--- src/rtl/core_mem_arbiter.sv ---
// core_mem_arbiter: shares one single-port, fixed-latency memory between fetch (I) and data (D) requesters.
// Define CORE_MEM_ARB_RR_EN for round-robin arbitration; otherwise D has fixed priority over I.
module core_mem_arbiter #(
  parameter int unsigned MEM_LAT = 2,
  parameter int unsigned ADDR_W  = 32
) (
  input  logic              clk,
  input  logic              rst,
  input  logic              i_req,
  input  logic [ADDR_W-1:0] i_addr,
  output logic              i_gnt,
  output logic              i_rvalid,
  output logic [31:0]       i_rdata,
  output logic              i_err,
  input  logic              d_req,
  input  logic [1:0]        d_size,
  input  logic [ADDR_W-1:0] d_addr,
  input  logic [31:0]       d_wdata,
  output logic              d_gnt,
  output logic              d_rvalid,
  output logic [31:0]       d_rdata,
  output logic              d_err,
  output logic              mem_req,
  output logic              mem_we,
  output logic [3:0]        mem_be,
  output logic [ADDR_W-1:0] mem_addr,
  output logic [31:0]       mem_wdata,
  input  logic [31:0]       mem_rdata,
  input  logic              mem_rvalid
);

  typedef enum logic [1:0] {
    IDLE = 2'd0,
    BUSY = 2'd1,
    ERR  = 2'd2
  } state_t;

  state_t      state, state_next;
  logic [2:0]  cnt, cnt_next;
  logic        owner_d, owner_d_next;
  logic        owner_wr, owner_wr_next;
  logic        proto_err, proto_err_next;

  logic        expire, done, arb, grant, win_d, win_mis;
  logic        i_mis, d_mis, d_wr, resp, resp_err;
  logic [3:0]  d_be;
  logic [31:0] d_lanes, resp_data;

`ifdef CORE_MEM_ARB_RR_EN
  logic        last_d, last_d_next;
`endif

  // Data-side access decode: alignment check, byte enables and lane replication.
  always_comb begin
    i_mis   = (i_addr[1:0] != 2'b00);
    d_wr    = (d_size != 2'b00);
    d_mis   = 1'b0;
    d_be    = 4'b1111;
    d_lanes = d_wdata;
    case (d_size)
      2'b01: begin
        d_be    = 4'b0001 << d_addr[1:0];
        d_lanes = {4{d_wdata[7:0]}};
      end
      2'b10: begin
        d_mis   = d_addr[0];
        d_be    = d_addr[1] ? 4'b1100 : 4'b0011;
        d_lanes = {2{d_wdata[15:0]}};
      end
      default: d_mis = (d_addr[1:0] != 2'b00);
    endcase
  end

  // Arbitration happens when idle or on the cycle the outstanding access completes.
  always_comb begin
    expire = (state == BUSY) && (cnt == 3'd1);
    done   = expire && mem_rvalid;
    arb    = !rst && ((state == IDLE) || done);
    grant  = arb && (i_req || d_req);
`ifdef CORE_MEM_ARB_RR_EN
    win_d  = d_req && !(i_req && last_d);
`else
    win_d  = d_req;
`endif
    win_mis = win_d ? d_mis : i_mis;
    i_gnt   = grant && !win_d;
    d_gnt   = grant && win_d;
    mem_req = grant && !win_mis;
    mem_we  = mem_req && win_d && d_wr;
    mem_be    = '0;
    mem_addr  = '0;
    mem_wdata = '0;
    if (mem_req) begin
      mem_be   = win_d ? d_be : 4'b1111;
      mem_addr = win_d ? {d_addr[ADDR_W-1:2], 2'b00} : {i_addr[ADDR_W-1:2], 2'b00};
      if (mem_we) begin
        mem_wdata = d_lanes;
      end
    end
  end

  // Response steering: only the owning port ever sees rvalid/err/rdata.
  always_comb begin
    resp      = !rst && (done || (state == ERR));
    resp_err  = (state == ERR);
    resp_data = (done && !owner_wr) ? mem_rdata : '0;
    i_rvalid  = resp && !owner_d;
    d_rvalid  = resp && owner_d;
    i_err     = i_rvalid && resp_err;
    d_err     = d_rvalid && resp_err;
    i_rdata   = i_rvalid ? resp_data : '0;
    d_rdata   = d_rvalid ? resp_data : '0;
  end

  always_comb begin
    state_next     = state;
    cnt_next       = cnt;
    owner_d_next   = owner_d;
    owner_wr_next  = owner_wr;
    proto_err_next = proto_err;
`ifdef CORE_MEM_ARB_RR_EN
    last_d_next    = last_d;
`endif
    if (mem_rvalid && !expire) begin
      proto_err_next = 1'b1;
    end
    case (state)
      BUSY: begin
        // A missing response at expiry holds the counter so the access can still finish.
        if (!expire) begin
          cnt_next = cnt - 3'd1;
        end else if (mem_rvalid) begin
          state_next = IDLE;
          cnt_next   = '0;
        end else begin
          proto_err_next = 1'b1;
        end
      end
      ERR:     state_next = IDLE;
      default: ;
    endcase
    if (grant) begin
      owner_d_next  = win_d;
      owner_wr_next = win_d && d_wr;
`ifdef CORE_MEM_ARB_RR_EN
      last_d_next   = win_d;
`endif
      if (win_mis) begin
        state_next = ERR;
        cnt_next   = '0;
      end else begin
        state_next = BUSY;
        cnt_next   = 3'(MEM_LAT);
      end
    end
  end

  always_ff @(posedge clk) begin
    if (rst) begin
      state     <= IDLE;
      cnt       <= '0;
      owner_d   <= 1'b0;
      owner_wr  <= 1'b0;
      proto_err <= 1'b0;
    end else begin
      state     <= state_next;
      cnt       <= cnt_next;
      owner_d   <= owner_d_next;
      owner_wr  <= owner_wr_next;
      proto_err <= proto_err_next;
    end
  end

`ifdef CORE_MEM_ARB_RR_EN
  always_ff @(posedge clk) begin
    if (rst) begin
      last_d <= 1'b0;
    end else begin
      last_d <= last_d_next;
    end
  end
`endif

endmodule

--- config.mk ---
export PLATFORM = sky130hd
export DESIGN_NAME = core_mem_arbiter
export DESIGN_NICKNAME = d
export VERILOG_FILES = /design/src/rtl/core_mem_arbiter.sv
export SDC_FILE = /design/constraint.sdc
export NUM_CORES = 1
export LEC_CHECK = 0
export BUFFER_PORTS_ARGS = -buffer_cell sky130_fd_sc_hd__buf_2
export CAP_MARGIN = 30
export CORE_AREA = 8 8 101 103
export DETAILED_ROUTE_END_ITERATION = 8
export DIE_AREA = 0 0 109 111
export HOLD_SLACK_MARGIN = 0.15
export SYNTH_ARGS = -nofsm -noshare
export SYNTH_HDL_FRONTEND = slang
export SYNTH_SLANG_ARGS = --single-unit
export TNS_END_PERCENT = 1
--- constraint.sdc ---
create_clock -name clk -period 2.7 [get_ports clk]
set_input_delay 0.405 -clock clk [delete_from_list [all_inputs] [get_ports clk]]
set_output_delay 0.405 -clock clk [all_outputs]
set_load 0.05 [all_outputs]
==> run_summary.xml <==
<?xml version="1.0" encoding="UTF-8"?>
<metrics>
  <group name="placement">
    <metric name="numPlacedInstances" unit="">679</metric>
    <metric name="gpl.final_weighted_congestion" unit="">0.812</metric>
    <metric name="hpwl" unit="um">9080</metric>
    <metric name="portBuffers" unit="">272</metric>
    <metric name="detailed_place.area" unit="sq mm">0.00354</metric>
  </group>
  <group name="clocking">
    <metric name="clock_insertion_delay_worst_skew" unit="ns">0.23</metric>
    <metric name="cts-buffers-inserted" unit="">3</metric>
    <metric name="htree_num_levels" unit="">1</metric>
    <metric name="clk_pin_slew" unit="ns">0.04</metric>
    <metric name="tritoncts_num_sinks" unit="">7</metric>
    <metric name="cts.path.max_buffers" unit="">2</metric>
    <metric name="tritoncts" unit="">built</metric>
    <metric name="clock-root-buffer" unit="">sky130_fd_sc_hd__clkbuf_8</metric>
  </group>
  <group name="setup_path">
    <metric name="critical_path_required" unit="ns">2.30</metric>
    <metric name="critical_path_peak_fanout" unit="">10</metric>
    <metric name="startpoint_of_the_most_critical_setup_path" unit="">cnt[1]</metric>
    <metric name="setup.reg_to_reg.worst_slack" unit="ns">0.98</metric>
    <metric name="critical_path_start_end_classification" unit="">reg -&gt; out</metric>
    <metric name="crit_end" unit="">mem_wdata[27]</metric>
    <metric name="worst_r2r_endpoint" unit="">state[1]</metric>
    <metric name="cp-start-kind" unit="">flop</metric>
    <metric name="critPathArrivalTime" unit="ns">2.20</metric>
    <metric name="r2r_cells" unit="">9</metric>
    <metric name="rr_startpoint" unit="">cnt[1]</metric>
    <metric name="setup.worst_path.end_class" unit="">output port</metric>
  </group>
  <group name="cells_and_area">
    <metric name="layoutNonFillerInstCount" unit="">686</metric>
    <metric name="multi_input_area" unit="sq mm">0.00173</metric>
    <metric name="post_route_cells_drive_above_1_share" unit="%">54.7</metric>
    <metric name="antenna_cells_inserted" unit="">0</metric>
    <metric name="layout.filler_cells" unit="">887</metric>
    <metric name="finish.instance_area" unit="sq mm">0.00368</metric>
    <metric name="layout.nets" unit="">719</metric>
    <metric name="area.growth.synth_to_final" unit="%">88.8</metric>
    <metric name="regArea" unit="sq um">140</metric>
  </group>
  <group name="timing">
    <metric name="maxClockFrequency" unit="GHz">0.384</metric>
    <metric name="timing.hold.ws" unit="ns">0.483</metric>
    <metric name="final_min_period_over_clock_period" unit="%">96.6</metric>
    <metric name="grt_setup_unrepaired" unit="">true</metric>
    <metric name="min_period" unit="ns">2.61</metric>
    <metric name="final_worst_clock_skew" unit="ns">0.00516</metric>
    <metric name="finalMaxSlewViolations" unit="">0</metric>
    <metric name="hold_viol" unit="">0</metric>
    <metric name="setup_viol_count_final" unit="">0</metric>
  </group>
  <group name="synth">
    <metric name="synth_edf_count" unit="">0</metric>
    <metric name="netlist_area" unit="sq mm">0.00195</metric>
    <metric name="synth_top_cells_by_area" unit="">sky130_fd_sc_hd__and3_1 21%, sky130_fd_sc_hd__mux2i_1 16%, sky130_fd_sc_hd__nor2_1 12%</metric>
    <metric name="synthesis.instances" unit="">316</metric>
    <metric name="yosys_register_bits" unit="">7</metric>
    <metric name="synthMostInstantiatedCell" unit="">sky130_fd_sc_hd__and3_1</metric>
    <metric name="ys.warnings.count" unit="">0</metric>
    <metric name="post-synth-top-area-fraction" unit="%">20.5</metric>
    <metric name="synth_area_per_cell" unit="sq um">6.17</metric>
    <metric name="synthDistinctLibCells" unit="">32</metric>
    <metric name="async_reset_ff_share" unit="%">0</metric>
    <metric name="sequential_cell_area_fraction_in_the_yosys_report" unit="%">7.18</metric>
    <metric name="largest_area_contributor_in_the_synthesized_netlist" unit="">sky130_fd_sc_hd__and3_1</metric>
    <metric name="netlist_top_cells_count" unit="">64 x sky130_fd_sc_hd__and3_1, 61 x sky130_fd_sc_hd__nor2_1, 32 x sky130_fd_sc_hd__mux2i_1</metric>
    <metric name="postSynth.topFlopCell" unit="">sky130_fd_sc_hd__dfxtp_1</metric>
  </group>
  <group name="route">
    <metric name="drt-pass1-iter-count" unit="">4</metric>
    <metric name="drt_wl_total" unit="um">10500</metric>
    <metric name="drcViolationCount" unit="">0</metric>
    <metric name="drt-wirelength-per-cell" unit="um">15.3</metric>
    <metric name="dr_total_vias" unit="">3208</metric>
    <metric name="drt_first_iter_violations" unit="">161</metric>
    <metric name="vias_per_cell" unit="">4.68</metric>
    <metric name="number_of_routed_nets_with_antenna_violations" unit="">0</metric>
  </group>
  <group name="run_status">
    <metric name="run_status" unit="">completed</metric>
  </group>
  <group name="hold_path">
    <metric name="min-delay-path-class" unit="">reg -&gt; reg</metric>
  </group>
  <group name="floorplan">
    <metric name="floorplan.core_area" unit="sq mm">0.00855</metric>
    <metric name="dieHeight" unit="um">111</metric>
    <metric name="floorplan.die_area" unit="sq mm">0.0121</metric>
    <metric name="floorplan.initialDensity" unit="%">22.8</metric>
    <metric name="number_of_i_o_pins" unit="">275</metric>
    <metric name="rows" unit="">34</metric>
    <metric name="die_w" unit="um">109</metric>
  </group>
  <group name="pwr">
    <metric name="power.leakage" unit="nW">2.43</metric>
    <metric name="clock_power_share" unit="%">17.5</metric>
    <metric name="peak_supply_drop" unit="mV">0.128</metric>
    <metric name="share_seq_of_total_power" unit="%">13.6</metric>
    <metric name="combinational_group_share_of_total_power" unit="%">68.9</metric>
    <metric name="cell_int_power" unit="mW">0.434</metric>
    <metric name="fin_total_pwr" unit="mW">0.879</metric>
    <metric name="cell_pwr_density" unit="mW/mm^2">239</metric>
    <metric name="switching_power" unit="mW">0.445</metric>
    <metric name="sw_frac_of_total" unit="%">50.6</metric>
  </group>
  <group name="global_route">
    <metric name="remaining_global_route_overflow" unit="">0</metric>
    <metric name="grt_use_total" unit="%">15.3</metric>
    <metric name="grt_pass1_wl" unit="um">15500</metric>
    <metric name="grt_start_max_net_pins" unit="">65</metric>
    <metric name="number_of_antenna_violations_at_the_first_check_in_global_routing" unit="">0</metric>
    <metric name="first_global_vias" unit="">3194</metric>
  </group>
  <group name="run">
    <metric name="timing.max_cap.violations" unit="">0</metric>
  </group>
</metrics>
[metal layers]
layer	global-route usage, %	up-vias	share of wire [%]
li1	-	1607	-
met1	14.8	1418	34
met2	30.4	174	53
met3	4.42	9	12
met4	3.01	0	1.0
met5	0	-	0
[placed cells by master (no fill, tap or decap), types with 2 or more instances in the layout]
| master | instances |
|---|---|
| sky130_fd_sc_hd__buf_2 | 257 |
| sky130_fd_sc_hd__and3_1 | 64 |
| sky130_fd_sc_hd__nor2_1 | 59 |
| sky130_fd_sc_hd__mux2i_1 | 32 |
| sky130_fd_sc_hd__a21oi_1 | 25 |
| sky130_fd_sc_hd__nand2_1 | 21 |
| sky130_fd_sc_hd__buf_4 | 16 |
| sky130_fd_sc_hd__nor3_2 | 13 |
| sky130_fd_sc_hd__and2_1 | 10 |
| sky130_fd_sc_hd__inv_1 | 8 |
| sky130_fd_sc_hd__nor2b_1 | 8 |
| sky130_fd_sc_hd__dfxtp_1 | 7 |
| sky130_fd_sc_hd__nor3_1 | 6 |
| sky130_fd_sc_hd__clkbuf_4 | 6 |
| sky130_fd_sc_hd__buf_12 | 5 |
| sky130_fd_sc_hd__nand3_1 | 4 |
| sky130_fd_sc_hd__ha_1 | 4 |
| sky130_fd_sc_hd__nand2b_1 | 3 |
| sky130_fd_sc_hd__clkbuf_8 | 3 |
| sky130_fd_sc_hd__nor2_2 | 2 |
| sky130_fd_sc_hd__nand3b_1 | 2 |
| sky130_fd_sc_hd__a211oi_2 | 2 |
| sky130_fd_sc_hd__o21ai_0 | 2 |
| sky130_fd_sc_hd__conb_1 | 2 |
| sky130_fd_sc_hd__buf_6 | 2 |
[final cells by class]
class	instances	share of cell area, %
tap	108	3.67
multi-input combinational	271	46.9
clock buffer	4	1.22
sequential	7	3.80
inverter	9	1.02
timing repair buffer	287	43.4
[worst min-delay path by stage]
stage	to	slack (ns)	from	cells after the start
2_1_floorplan	cnt[0]	0.45	cnt[0]	2
3_3_place_gp	cnt[0]	0.46	cnt[0]	2
3_5_place_dp	cnt[2]	0.47	cnt[2]	2
4_1_cts	cnt[2]	0.48	cnt[2]	2
5_1_grt	cnt[0]	0.51	cnt[0]	2
6_report	cnt[2]	0.48	cnt[2]	2
[state kept, by name, indices dropped and copies added, names as in the netlist]
name / cells
owner_d: 1
cnt: 3
state: 2
owner_wr: 1
[worst max-delay path, stage by stage (launching register included)]
cell and delay [ns]:
sky130_fd_sc_hd__dfxtp_1 0.29, sky130_fd_sc_hd__inv_1 0.08, sky130_fd_sc_hd__ha_2 0.22, sky130_fd_sc_hd__nand3b_4 0.09, sky130_fd_sc_hd__a2111oi_4 0.28, sky130_fd_sc_hd__buf_4 0.20
sky130_fd_sc_hd__nand3_4 0.13, sky130_fd_sc_hd__buf_12 0.19, sky130_fd_sc_hd__nor3_2 0.18, sky130_fd_sc_hd__buf_2 0.29
[power by group through the flow]
| stage | clock network (mW) | logic (mW) | registers [mW] |
|---|---|---|---|
| floorplan | 0 | 0.386 | 0.120 |
| global placement | 0 | 0.583 | 0.121 |
| detailed placement | 0 | 0.592 | 0.121 |
| CTS | 0.159 | 0.597 | 0.120 |
| global route | 0.164 | 0.652 | 0.122 |
| finish | 0.154 | 0.605 | 0.120 |
[cell families after synthesis]
family | Yosys count | synth area share (%)
AND/OR/NAND/NOR | 197 | 52.3
buffers and inverters | 39 | 9.30
AO/OA/AOI/OAI | 34 | 10.8
multiplexers | 33 | 17.0
flip-flops | 7 | 7.18
adder cells (fa/ha/maj) | 5 | 3.21
other | 1 | 0.192
[timing repair]
action	CTS	global route
setup buffers	1	1
pin swaps	1	0
hold buffers	0	0
cloned	0	1
endpoints found under the setup margin	30	99
gates resized for setup	1	26
[per-stage QoR]
step | utilization, % | worst slack, ns | setup TNS [ns]
2_1_floorplan | - | -0.336 | -6.48
5_1_grt | 43.1 | -0.0147 | -0.0229
3_5_place_dp | 41.4 | 0.0676 | 0
4_1_cts | 42.1 | 0.0648 | 0
3_3_place_gp | 41.4 | 0.111 | 0
6_report | 43.1 | 0.0931 | 0
No activity file was read; power rests on OpenSTA's default activity.
